File: src/rtl/rvga_types.sv
// Shared types for the rvga memory subsystem: word type and arbiter FSM states.
package rvga_types;

    typedef logic [31:0] rvga_word;

    typedef enum logic [1:0] {
        StIdle,
        StIfetch,
        StDaccess
    } rvga_arb_state_e;

endpackage

File: src/rtl/rvga_mem_arbiter.sv
// Arbitrates instruction fetches and data accesses onto one shared memory port.
// Requests are granted from idle only, and the captured transaction runs to completion.
module rvga_mem_arbiter
    import rvga_types::*;
#(
    parameter int unsigned DMEM_PRIO = 1
) (
    input  logic     clk_i,
    input  logic     rst_i,

    input  logic     imem_v_i,
    input  rvga_word imem_addr_i,
    output rvga_word imem_data_o,
    output logic     imem_resp_v_o,

    input  logic     dmem_r_v_i,
    input  logic     dmem_w_v_i,
    input  rvga_word dmem_addr_i,
    input  rvga_word dmem_data_i,
    output rvga_word dmem_data_o,
    output logic     dmem_resp_v_o,

    output logic     mem_r_v_o,
    output logic     mem_w_v_o,
    output rvga_word mem_addr_o,
    output rvga_word mem_data_o,
    input  rvga_word mem_data_i,
    input  logic     mem_resp_v_i
);

    rvga_arb_state_e state_q, state_d;
    rvga_word        addr_q;
    rvga_word        data_q;
    logic            wr_q;
    logic            last_data_q;

    logic dmem_req;
    logic prio_data;
    logic grant_data;

    assign dmem_req  = dmem_r_v_i | dmem_w_v_i;
    assign prio_data = (DMEM_PRIO != 0);
    // Under round-robin, data only wins contention if the fetch side was granted last.
    assign grant_data = dmem_req & (~imem_v_i | prio_data | ~last_data_q);

    always_ff @(posedge clk_i or negedge rst_i) begin
        if (!rst_i) begin
            state_q <= StIdle;
        end else begin
            state_q <= state_d;
        end
    end

    always_comb begin
        state_d = state_q;
        unique case (state_q)
            StIdle: begin
                if (grant_data) begin
                    state_d = StDaccess;
                end else if (imem_v_i) begin
                    state_d = StIfetch;
                end
            end
            StIfetch, StDaccess: begin
                if (mem_resp_v_i) begin
                    state_d = StIdle;
                end
            end
            default: state_d = StIdle;
        endcase
    end

    always_comb begin
        mem_r_v_o     = 1'b0;
        mem_w_v_o     = 1'b0;
        imem_resp_v_o = 1'b0;
        dmem_resp_v_o = 1'b0;
        unique case (state_q)
            StIfetch: begin
                mem_r_v_o     = 1'b1;
                // A dropped request is a flush: the port completes but no pulse is sent.
                imem_resp_v_o = mem_resp_v_i & imem_v_i;
            end
            StDaccess: begin
                mem_w_v_o     = wr_q;
                mem_r_v_o     = ~wr_q;
                dmem_resp_v_o = mem_resp_v_i & dmem_req;
            end
            default: ;
        endcase
    end

    // Capture on grant; a simultaneous read+write is treated as a write.
    always_ff @(posedge clk_i or negedge rst_i) begin
        if (!rst_i) begin
            addr_q      <= '0;
            data_q      <= '0;
            wr_q        <= 1'b0;
            last_data_q <= 1'b1;
        end else if (state_q == StIdle) begin
            if (grant_data) begin
                addr_q      <= dmem_addr_i;
                data_q      <= dmem_data_i;
                wr_q        <= dmem_w_v_i;
                last_data_q <= 1'b1;
            end else if (imem_v_i) begin
                addr_q      <= imem_addr_i;
                data_q      <= '0;
                wr_q        <= 1'b0;
                last_data_q <= 1'b0;
            end
        end
    end

    assign mem_addr_o  = addr_q;
    assign mem_data_o  = data_q;
    assign imem_data_o = mem_data_i;
    assign dmem_data_o = mem_data_i;

endmodule

File: config.mk
export PLATFORM = sky130hd
export DESIGN_NAME = rvga_mem_arbiter
export DESIGN_NICKNAME = d
export VERILOG_FILES = /design/src/rtl/rvga_types.sv /design/src/rtl/rvga_mem_arbiter.sv
export SDC_FILE = /design/constraint.sdc
export NUM_CORES = 1
export LEC_CHECK = 0
export CAP_MARGIN = 25
export CORE_ASPECT_RATIO = 0.7
export CORE_UTILIZATION = 35
export DETAILED_ROUTE_END_ITERATION = 10
export HOLD_SLACK_MARGIN = 0.08
export PLACE_DENSITY = 0.84
export SYNTH_ARGS = -nofsm -noshare
export SYNTH_HDL_FRONTEND = slang
export SYNTH_SLANG_ARGS = --single-unit
File: constraint.sdc
create_clock -name clk_i -period 2.4 [get_ports clk_i]
set_input_delay 0.48 -clock clk_i [delete_from_list [all_inputs] [get_ports clk_i]]
set_output_delay 0.48 -clock clk_i [all_outputs]
set_load 0.05 [all_outputs]
# Word level (Yosys, flattened, before mapping)
# Cells that the tools add are included.
totals:
  out_inout_bits: 132
  ff_bits: 67
  wordCells: 31
  in_bits: 134
classes:
  reduce_logical: 5
  eq_ne: 4
  muxes: 14
  bitwise: 4
ops:
  columns: ["operator", "count"]
  rows:
  - ["$mux 32", 4]
  - ["$mux 2", 3]
  - ["$mux 1", 5]
  - ["$pmux 2 s2", 1]
  - ["$reduce_and 2->1", 2]
  - ["$ne 3x3->1 const B", 1]
  - ["$and 1x1->1", 2]
  - ["$eq 2x1->1 const B", 1]
  - ["$eq 2x2->1 const B", 1]
  - ["$logic_not 2->1", 1]
  - ["$ne 2x2->1 const B", 1]
  - ["$pmux 1 s2", 1]
  - ["$reduce_bool 2->1", 1]
  - ["$reduce_or 2->1", 1]
  - ["$not 1->1", 1]
  - ["$or 1x1->1", 1]

# Depth between registers and ports, before layout
# Gate-level depths: netlist of run 1.
depth:
  depth_word: 4
  ltp_mapped: 7

# Worst setup path before layout of run 1
# No wires, ideal clock.
synth_path:
  path_type: "in2out"
  startpoint: "input port dmem_w_v_i"
  endpoint: "output port dmem_resp_v_o"
  t_arrival_ps: 1372
  t_required_ps: 1920
  path_slack_ps: 548
  stages: 3
  path_cell_list: "nor2_4 -> buf_4 -> nor2_1"
synth_via:
  elab_chain_len: 3
synth_lines:
  columns: ["element", "line", "source"]
  rows:
  - ["start, declared", "rvga_mem_arbiter.sv:17", "input logic dmem_w_v_i,"]
  - ["$or 1x1->1", "rvga_mem_arbiter.sv:41", "assign dmem_req = dmem_r_v_i | dmem_w_v_i;"]
  - ["$and 1x1->1", "rvga_mem_arbiter.sv:87", "dmem_resp_v_o = mem_resp_v_i & dmem_req;"]
  - ["$mux 1", "rvga_mem_arbiter.sv:78", "unique case (state_q)"]
  - ["end, declared", "rvga_mem_arbiter.sv:21", "output logic dmem_resp_v_o,"]
# No other way between the ends.

# Worst setup path after layout of run 1
layout_path:
  startpoint: "register state_q[0]"
  endpoint: "output port mem_w_v_o"
layout_via:
  elab_chain_len: 2
layout_lines:
  columns: ["element", "line", "source"]
  rows:
  - ["start, declared", "rvga_mem_arbiter.sv:31", "rvga_arb_state_e state_q, state_d;"]
  - ["start signal, assigned", "rvga_mem_arbiter.sv:48", "state_q <= StIdle;"]
  - ["start signal, assigned", "rvga_mem_arbiter.sv:50", "state_q <= state_d;"]
  - ["$eq 2x2->1", "rvga_mem_arbiter.sv:78", null]
  - ["$mux 1", "rvga_mem_arbiter.sv:78", null]
  - ["end, declared", "rvga_mem_arbiter.sv:24", "output logic mem_w_v_o,"]
# No other way between the ends.

==> results of run 1 <==
registers in the layout, indices dropped and copies added (netlist names):
name	flops
wr_q	1
state_q	2
mem_addr_o	32
mem_data_o	32
routing by layer:
layer | up-vias | GRT usage [%] | wire (µm)
li1 | 1172 | - | -
met1 | 1109 | 18.5 | 3230
met2 | 145 | 24.9 | 3460
met3 | 10 | 8.52 | 879
met4 | 0 | 6.29 | 107
met5 | - | 0 | 0
report_power, final:
part	leakage (nW)	switching, mW	internal (mW)	total [mW]
clock	0.126	0.418	0.730	1.15
sequential	0.826	0.316	1.69	2.01
combinational	1.14	2.89	1.58	4.47
kinds of logic (layout without fill, tap and decap cells):
family          Yosys count  after routing  share of synthesized area (%)
buf+inv                  83            189                           17.7
compound gates           71             71                           15.1
flops                    67             67                           50.6
simple gates             42             42                           5.43
mux                      32             32                           9.66
fa+ha+maj                 4              4                           1.51
worst max-delay path: stages (launching register included):
cell	delay (ns)
dfrtp_1	0.39
inv_1	0.11
ha_1	0.17
and2_1	0.13
dlygate4sd2_1	0.52
worst paths after layout:
| kind | from | endpoint | slack [ns] |
|---|---|---|---|
| min in group clk_i | mem_addr_o[0] | mem_addr_o[0] | 0.48 |
| hold / removal | rst_i | mem_addr_o[30] | 0.22 |
| setup / recovery | state_q[0] | mem_w_v_o | 0.27 |
| max in group asynchronous | rst_i | mem_addr_o[24] | 1.52 |
| hold reg to reg | mem_addr_o[0] | mem_addr_o[0] | 0.48 |
| setup reg to reg | state_q[0] | mem_data_o[19] | 0.75 |
what timing repair did:
action | in CTS | in global routing
buffers inserted | 0 | 0
gates resized for setup | 1 | 0
setup endpoints to repair | 1 | 0
area by class of cell:
class,count,area [µm²]
Fill cell,778,4230
Timing Repair Buffer,175,1770
Sequential cell,67,1680
Multi-Input combinational cell,149,1050
Clock buffer,12,256
Tap cell,124,155
Inverter,2,7.51
per-stage QoR:
stage,util [%],power [mW],instances,hold slack (ns)
3_3_place_gp,50.8,6.39,516,0.466
4_1_cts,53.8,7.72,529,0.245
5_1_grt,53.8,8.03,529,0.285
2_1_floorplan,-,5.25,299,0.184
6_report,53.8,7.63,529,0.223
3_5_place_dp,51.0,6.53,517,0.473
cell usage after synthesis:
cell type and number:
clkbuf_1 2, buf_4 70, nor2_4 1, o21a_1 1, and3_1 1, o21ai_1 7, a21oi_1 3, o21ai_0 25
o31ai_4 1, dfrtp_1 67, nand2b_1 2, nor2b_1 2, a22o_1 33, buf_2 8, inv_1 2, and2_1 1
nor2_1 1, mux2i_1 32, a21o_1 1, clkbuf_4 1, ha_1 4, nand2_1 34
==> flow_metrics.env, run 1 <==
export IMPL_outcome="completed"
export IMPL_cts_tree="done"
export IMPL_cts_reportedPaths_clkPinSlew_ns=0.05
export IMPL_layout_common_cells="164 x clkdlybuf4s50_1, 67 x dfrtp_1, 34 x nand2_1, 33 x a22o_1, 32 x mux2i_1"
export IMPL_place_hpwl_mm=5.85
export IMPL_netlist_cell_type_count=22
export IMPL_htree_levels=3
export IMPL_num_antenna_cells=0
export IMPL_syn_nets=437
export IMPL_grt_overflow=0
export IMPL_ys_warn_count=0
export IMPL_cp_arrival_ns=1.65
export IMPL_finalHoldViolCount=0
export IMPL_grt_max_degree=63
export IMPL_skew_ns=0.00348
export IMPL_cts_sinks=67
export IMPL_drc=0
export IMPL_synth_area_um2=3320
export IMPL_post_place_ws_ns=0.238
export IMPL_die_height_um=83.4
export IMPL_die_area_um2=9870
export IMPL_die_w_um=118
export IMPL_first_pass_iters=4
export IMPL_io_pins=266
export IMPL_cp_end_kind="output port"
export IMPL_num_rows=29
export IMPL_drt_total_wl_mm=7.67
export IMPL_cts_hold_buf=0
export IMPL_cap_violations=0
export IMPL_ir_worst_vdd_mv=1.01
export IMPL_slew_headroom_pct=49.7
export IMPL_grt_pass1_wl_mm=12.3
export IMPL_area_delta_synth_final_pct=48.3
export IMPL_num_vias=2436
export IMPL_antenna_found_initial=0
export IMPL_required_ns=1.92
export IMPL_setup_ws_ns=0.274
export IMPL_ctsRootBufferMaster="clkbuf_16"
export IMPL_syn_area_per_cell_um2=11.1
export IMPL_coreArea_um2=9140
export IMPL_tns_ns=0
export IMPL_cp_max_fo=3
export IMPL_tightestPinTransition_ns=0.754
export IMPL_drt_iter0_drc=74
export IMPL_initial_utilization_pct=36.3
export IMPL_slew_violations=0
export IMPL_fin_area_um2=4920
export IMPL_drive_above_1_share_pct=5.93
export IMPL_power_density_nw_per_um2=1550
export IMPL_port_buffers=169
export IMPL_yosysTopAreaCellShare_pct=50.6
export IMPL_numCtsBuffers=9
export IMPL_synth_seq_cells=67
export IMPL_min_period_ns=2.13
export IMPL_final_nets=542
export IMPL_hold_class="in -> async"
export IMPL_clkLatencyLatePin_ns=0.32
export IMPL_grt_pass1_vias=2554
export IMPL_critPathLaunchType="register"
export IMPL_rsz0062_at_grt="false"
export IMPL_timing_fmax_ghz=0.470
export IMPL_place_gp_congestion=0.786
export IMPL_ant_nets=0
export IMPL_ys_seq_area_share_pct=50.6
export IMPL_dpl_cell_area_um2=4660
export IMPL_mostFrequentLayoutCell="clkdlybuf4s50_1"
export IMPL_critPathKind="reg -> out"
export IMPL_p_leak_nw=2.10
export IMPL_min_period_over_period_pct=88.6
export IMPL_synth_area_leaders="dfrtp_1 51%, buf_4 16%, mux2i_1 9.7%"
export IMPL_grt_usage_pct=16.0
export IMPL_syn_inst=299
export IMPL_clockBufferDepth=2
export IMPL_setup_viol=0
export IMPL_wire_per_inst_um=14.5
export IMPL_rr_worst_depth=5
export IMPL_via_per_inst=4.60
export IMPL_yosys_area_top_type="dfrtp_1"
No activity file was read; power rests on OpenSTA's default activity.
==> run 2, diff against run 1 <==
--- a/config.mk
+++ b/config.mk
@@ -7,10 +7,10 @@
 export LEC_CHECK = 0
 export CAP_MARGIN = 25
 export CORE_ASPECT_RATIO = 0.7
-export CORE_UTILIZATION = 35
+export CORE_UTILIZATION = 30
 export DETAILED_ROUTE_END_ITERATION = 10
 export HOLD_SLACK_MARGIN = 0.08
-export PLACE_DENSITY = 0.84
+export PLACE_DENSITY = 0.76
 export SYNTH_ARGS = -nofsm -noshare
 export SYNTH_HDL_FRONTEND = slang
 export SYNTH_SLANG_ARGS = --single-unit
==> constraint.sdc (replaced) <==
create_clock -name clk_i -period 1.8 [get_ports clk_i]
set_input_delay 0.36 -clock clk_i [delete_from_list [all_inputs] [get_ports clk_i]]
set_output_delay 0.36 -clock clk_i [all_outputs]
set_load 0.05 [all_outputs]
==> run 2 against run 1 <==
The run now ends with negative setup slack left; critical path type unchanged; hold slack better by 0.26 ns; first-iteration DRC count shrank 4.1%; register-to-register slack lost 0.44 ns.
==> flow_metrics.env, run 2 (synthesis results as in run 1) <==
export IMPL_outcome="complete, but fails checks"
export IMPL_violations="negative setup slack"
export IMPL_ir_worst_vdd_mv=1.49
export IMPL_port_buffers=169
export IMPL_setup_ws_ns=-0.0153
export IMPL_cpPeakStageDelay_ns=0.40
export IMPL_critPathSlowestCell="dfrtp_1"
export IMPL_finalHoldViolCount=0
export IMPL_cap_violations=0
export IMPL_slew_violations=0
export IMPL_fin_util_pct=47.3
export IMPL_slew_headroom_pct=76.9
export IMPL_num_rows=31
export IMPL_clkLatencyLatePin_ns=0.32
export IMPL_grt_usage_pct=13.7
export IMPL_die_area_um2=11500
export IMPL_cp_max_fo=2
export IMPL_grt_pass1_wl_mm=12.2
export IMPL_htree_levels=3
export IMPL_r2r_setup_slack_ns=0.31
export IMPL_num_antenna_cells=0
export IMPL_timing_fmax_ghz=0.551
export IMPL_cp_end_kind="output port"
export IMPL_dpl_cell_area_um2=4630
export IMPL_num_vias=2465
export IMPL_cts_sinks=67
export IMPL_place_gp_congestion=0.773
export IMPL_coreArea_um2=10600
export IMPL_rr_worst_depth=6
export IMPL_critPathLaunchType="register"
export IMPL_rsz0062_at_grt="true"
export IMPL_antenna_found_initial=0
export IMPL_dr_wl_met2_mm=3.46
export IMPL_required_ns=1.44
export IMPL_placed_cells=549
export IMPL_grt_pass1_vias=2435
export IMPL_via_per_inst=4.34
export IMPL_whs_endpoint="mem_addr_o[15]"
export IMPL_clockBufferDepth=2
export IMPL_finalNonFillerCells=568
export IMPL_tns_ns=-0.0153
export IMPL_wire_per_inst_um=14.0
export IMPL_hold_class="reg -> reg"
export IMPL_met3WireLength_um=873
export IMPL_drc=0
export IMPL_initial_utilization_pct=31.4
export IMPL_cp_cell_sequence="buf_6, ha_4, nor2b_4, o21a_1, buf_12"
export IMPL_numCtsBuffers=9
export IMPL_cts_tree="done"
export IMPL_worst_path_buf_inv=2
export IMPL_cp_arrival_ns=1.46
export IMPL_layout_common_cells="98 x clkdlybuf4s50_1, 73 x buf_4, 67 x dfrtp_1, 34 x nand2_1, 33 x a22o_1"
export IMPL_worstHoldStart="mem_addr_o[15]"
export IMPL_mostFrequentLayoutCell="clkdlybuf4s50_1"
export IMPL_min_period_ns=1.82
export IMPL_first_pass_iters=4
export IMPL_drt_total_wl_mm=7.94
export IMPL_drt_iter0_drc=71
export IMPL_area_delta_synth_final_pct=50.6
export IMPL_cts_reportedPaths_clkPinSlew_ns=0.05
export IMPL_drive_above_1_share_pct=26.2
export IMPL_p_leak_nw=2.25
export IMPL_final_nets=553
export IMPL_skew_ns=0.00238
export IMPL_drt_met1_wl_mm=3.51
export IMPL_worstReg2RegEnd="mem_data_o[10]"
export IMPL_fin_area_um2=4990
export IMPL_setup_viol=1
export IMPL_grt_overflow=0
export IMPL_worstReg2RegStart="state_q[0]"
export IMPL_holdWs_ns=0.483
export IMPL_tightestPinTransition_ns=0.345
export IMPL_die_height_um=90.0
export IMPL_die_w_um=128
export IMPL_place_hpwl_mm=5.90
export IMPL_io_pins=266
export IMPL_grt_max_degree=68
export IMPL_ant_nets=0
export IMPL_min_period_over_period_pct=101
export IMPL_critPathTopFamily="flip-flops"
export IMPL_top_layer="met4"
export IMPL_critPathKind="reg -> out"
export IMPL_power_density_nw_per_um2=2070
export IMPL_hold_depth=2
export IMPL_ctsRootBufferMaster="clkbuf_16"
-- run 2: how the worst max path moves through the flow --
| stage | from | to | slack [ns] | depth (start not counted) |
|---|---|---|---|---|
| after floorplan | state_q[0] | dmem_resp_v_o | 0.15 | 4 |
| after global placement | dmem_w_v_i | mem_data_o[2] | -0.36 | 4 |
| after detailed placement | dmem_w_v_i | mem_addr_o[24] | -0.29 | 6 |
| after CTS | state_q[1] | mem_r_v_o | -0.05 | 5 |
| after global routing | state_q[0] | mem_r_v_o | -0.06 | 6 |
| final | state_q[1] | mem_r_v_o | -0.02 | 5 |
-- run 2: stage by stage --
stage,setup WS [ns],power (mW)
6_report,-0.0153,10.3
5_1_grt,-0.0639,10.9
3_5_place_dp,-0.290,8.67
2_1_floorplan,0.145,7.00
3_3_place_gp,-0.359,8.51
4_1_cts,-0.0536,10.4
-- run 2: power breakdown --
group	internal, mW	switching [mW]
registers	2.25	0.437
logic	2.11	3.93
clock network	1.00	0.615
total	5.36	4.98
-- run 2: area by class of cell --
cell class	instances	area, µm²
fillers	973	5560
flip-flops and latches	67	1680
repair buffers	186	1750
inverters	2	7.51
multi-input cells	149	1090
clock inverters	4	25.0
well taps	148	185
clock buffers	12	256
-- run 2: what timing repair did --
action                     in CTS  in global routing
hold endpoints to repair       67                  0
setup buffers                   1                  1
hold buffers                    1                  0
resized for setup              12                  5
setup endpoints to repair       3                  2
pin swaps                       2                  2
-- run 2: metal layers --
layer	vias to the layer above	global-route usage (%)
met5	-	0
met4	0	4.90
met3	9	6.90
met2	156	20.3
met1	1098	17.2
li1	1202	-
-- run 2: tightest hold or removal path, delay by kind of cell (launching register included) --
family / cells / cell delay [ns]
compound gates: 1 / 0.06
flops: 1 / 0.34
simple gates: 1 / 0.04
==> run 3, diff against run 2 <==
--- a/config.mk
+++ b/config.mk
@@ -11,6 +11,7 @@
 export DETAILED_ROUTE_END_ITERATION = 10
 export HOLD_SLACK_MARGIN = 0.08
 export PLACE_DENSITY = 0.76
+export SLEW_MARGIN = 15
 export SYNTH_ARGS = -nofsm -noshare
 export SYNTH_HDL_FRONTEND = slang
 export SYNTH_SLANG_ARGS = --single-unit
==> run 3 against run 2 <==
The run still ends with negative setup slack left; clock skew shrank 0.00052 ns; clock power is essentially flat; count of clock-buffer cells in the layout is the same; via count is essentially flat; routed wire length grew 0.58%.
==> flow_metrics.env, run 3 (synthesis results as in run 1) <==
export IMPL_cpPeakStageDelay_ns=0.40
export IMPL_clock_power_share_pct=15.8
export IMPL_fin_util_pct=47.3
export IMPL_via_per_inst=4.34
export IMPL_power_frac_comb_pct=58.2
export IMPL_timing_fmax_ghz=0.549
export IMPL_design_power_total_mw=10.3
export IMPL_drive_above_1_share_pct=26.2
export IMPL_switching_share_pct=48.2
export IMPL_hold_class="reg -> reg"
export IMPL_num_antenna_cells=0
export IMPL_grt_max_degree=68
export IMPL_grt_overflow=0
export IMPL_min_period_ns=1.82
export IMPL_cts_reportedPaths_clkPinSlew_ns=0.05
export IMPL_grt_pass1_wl_mm=12.3
export IMPL_clockBufferDepth=2
export IMPL_cp_max_fo=2
export IMPL_seqPwrFrac_pct=26.1
export IMPL_worstHoldStart="mem_addr_o[15]"
export IMPL_area_delta_synth_final_pct=50.5
export IMPL_critPathLaunchType="register"
export IMPL_antenna_found_initial=0
export IMPL_place_gp_congestion=0.773
export IMPL_cp_cell_sequence="buf_6, ha_4, nor2b_4, o21a_1, buf_12"
export IMPL_tns_ns=-0.0219
export IMPL_placed_cells=549
export IMPL_worstReg2RegStart="state_q[0]"
export IMPL_drt_iter0_drc=92
export IMPL_skew_ns=0.00186
export IMPL_hold_depth=2
export IMPL_clkLatencyLatePin_ns=0.32
export IMPL_grt_usage_pct=14.0
export IMPL_mostFrequentLayoutCell="clkdlybuf4s50_1"
export IMPL_numCtsBuffers=9
export IMPL_port_buffers=169
export IMPL_place_hpwl_mm=5.91
export IMPL_ant_nets=0
export IMPL_cp_arrival_ns=1.46
export IMPL_critPathSlowestCell="dfrtp_1"
export IMPL_drt_total_wl_mm=7.98
export IMPL_violations="negative setup slack"
export IMPL_coreArea_um2=10600
export IMPL_dpl_cell_area_um2=4620
export IMPL_critPathTopFamily="flip-flops"
export IMPL_layout_common_cells="98 x clkdlybuf4s50_1, 73 x buf_4, 67 x dfrtp_1, 34 x nand2_1, 33 x a22o_1"
export IMPL_grt_pass1_vias=2449
export IMPL_slew_headroom_pct=71.9
export IMPL_cts_sinks=67
export IMPL_finalNonFillerCells=568
export IMPL_io_pins=266
export IMPL_num_rows=31
export IMPL_fillCellCount=992
export IMPL_tightestPinTransition_ns=0.420
export IMPL_fin_area_um2=4990
export IMPL_rsz0062_at_grt="true"
export IMPL_rr_worst_depth=6
export IMPL_drc=0
export IMPL_die_w_um=128
export IMPL_critPathKind="reg -> out"
export IMPL_setup_viol=1
export IMPL_die_height_um=90.0
export IMPL_cp_end_kind="output port"
export IMPL_ctsRootBufferMaster="clkbuf_16"
export IMPL_htree_levels=3
export IMPL_r2r_setup_slack_ns=0.23
export IMPL_whs_endpoint="mem_addr_o[15]"
export IMPL_wire_per_inst_um=14.1
export IMPL_final_nets=553
export IMPL_power_density_nw_per_um2=2070
export IMPL_finalHoldViolCount=0
export IMPL_first_pass_iters=4
export IMPL_setup_ws_ns=-0.0219
export IMPL_outcome="complete, but fails checks"
export IMPL_internal_power_mw=5.35
export IMPL_cts_tree="done"
export IMPL_cap_violations=0
export IMPL_worst_path_buf_inv=2
export IMPL_worstReg2RegEnd="mem_data_o[8]"
export IMPL_num_vias=2463
export IMPL_slew_violations=0
export IMPL_power_switching_mw=4.98
export IMPL_min_period_over_period_pct=101
export IMPL_required_ns=1.44
export IMPL_ir_worst_vdd_mv=1.40
export IMPL_p_leak_nw=2.25
export IMPL_initial_utilization_pct=31.4
export IMPL_die_area_um2=11500
==> run 3: cell count changes in the layout (fill, tap and decap cells not counted) <==
cell | before | now
buf_6 | 3 | 4
buf_8 | 1 | 0
==> run 3: cell type report <==
| cell class | instances | area, µm² | area share [%] |
|---|---|---|---|
| inverter | 2 | 7.51 | 0.150 |
| multi-input combinational | 149 | 1090 | 21.9 |
| tap | 148 | 185 | 3.71 |
| sequential | 67 | 1680 | 33.6 |
| clock buffer | 12 | 256 | 5.14 |
| clock inverter | 4 | 25.0 | 0.501 |
| timing repair buffer | 186 | 1750 | 35.0 |
==> run 3: power groups by stage <==
| stage | Clock (mW) | Sequential, mW | Combinational [mW] |
|---|---|---|---|
| detailed placement | 0 | 2.69 | 5.96 |
| floorplan | 0 | 5.07 | 1.93 |
| finish | 1.63 | 2.69 | 6.01 |
| CTS | 1.69 | 2.70 | 6.01 |
| global placement | 0 | 2.69 | 5.82 |
| global route | 1.76 | 2.79 | 6.35 |
==> run 3: worst max-delay path by stage <==
stage,slack (ns),cells after the start,end,from
6_report,-0.02,5,mem_r_v_o,state_q[1]
5_1_grt,-0.08,5,mem_r_v_o,state_q[1]
4_1_cts,-0.05,5,mem_r_v_o,state_q[1]
3_5_place_dp,-0.29,6,mem_addr_o[24],dmem_w_v_i
3_3_place_gp,-0.36,4,mem_data_o[2],dmem_w_v_i
2_1_floorplan,0.15,4,dmem_resp_v_o,state_q[0]
==> run 3: worst min-delay path, cell delays in order (launching register included) <==
cell and delay [ns]:
dfrtp_1 0.34, nand2_1 0.05, o21ai_0 0.06
==> run 3: what timing repair did <==
action,4_1_cts,5_1_grt
hold buffers,1,0
endpoints found under the hold margin,67,0
resized for setup,13,3
endpoints found under the setup margin,3,2
setup buffers,1,1
pin swaps,2,1
==> run 3: metal layers <==
metal | wire (µm) | vias to the layer above | part of all wire (%) | global-route usage, %
met2 | 3430 | 154 | 43 | 20.4
li1 | - | 1196 | - | -
met5 | 0 | - | 0 | 0
met1 | 3590 | 1103 | 45 | 17.6
met3 | 846 | 10 | 11 | 7.02
met4 | 112 | 0 | 1.4 | 5.20
==> run 3: stage by stage <==
step | hold slack (ns) | setup slack, ns
after floorplan | 0.0644 | 0.145
after global placement | 0.403 | -0.359
after detailed placement | 0.414 | -0.289
after CTS | 0.488 | -0.0515
after global routing | 0.506 | -0.0794
final | 0.481 | -0.0219
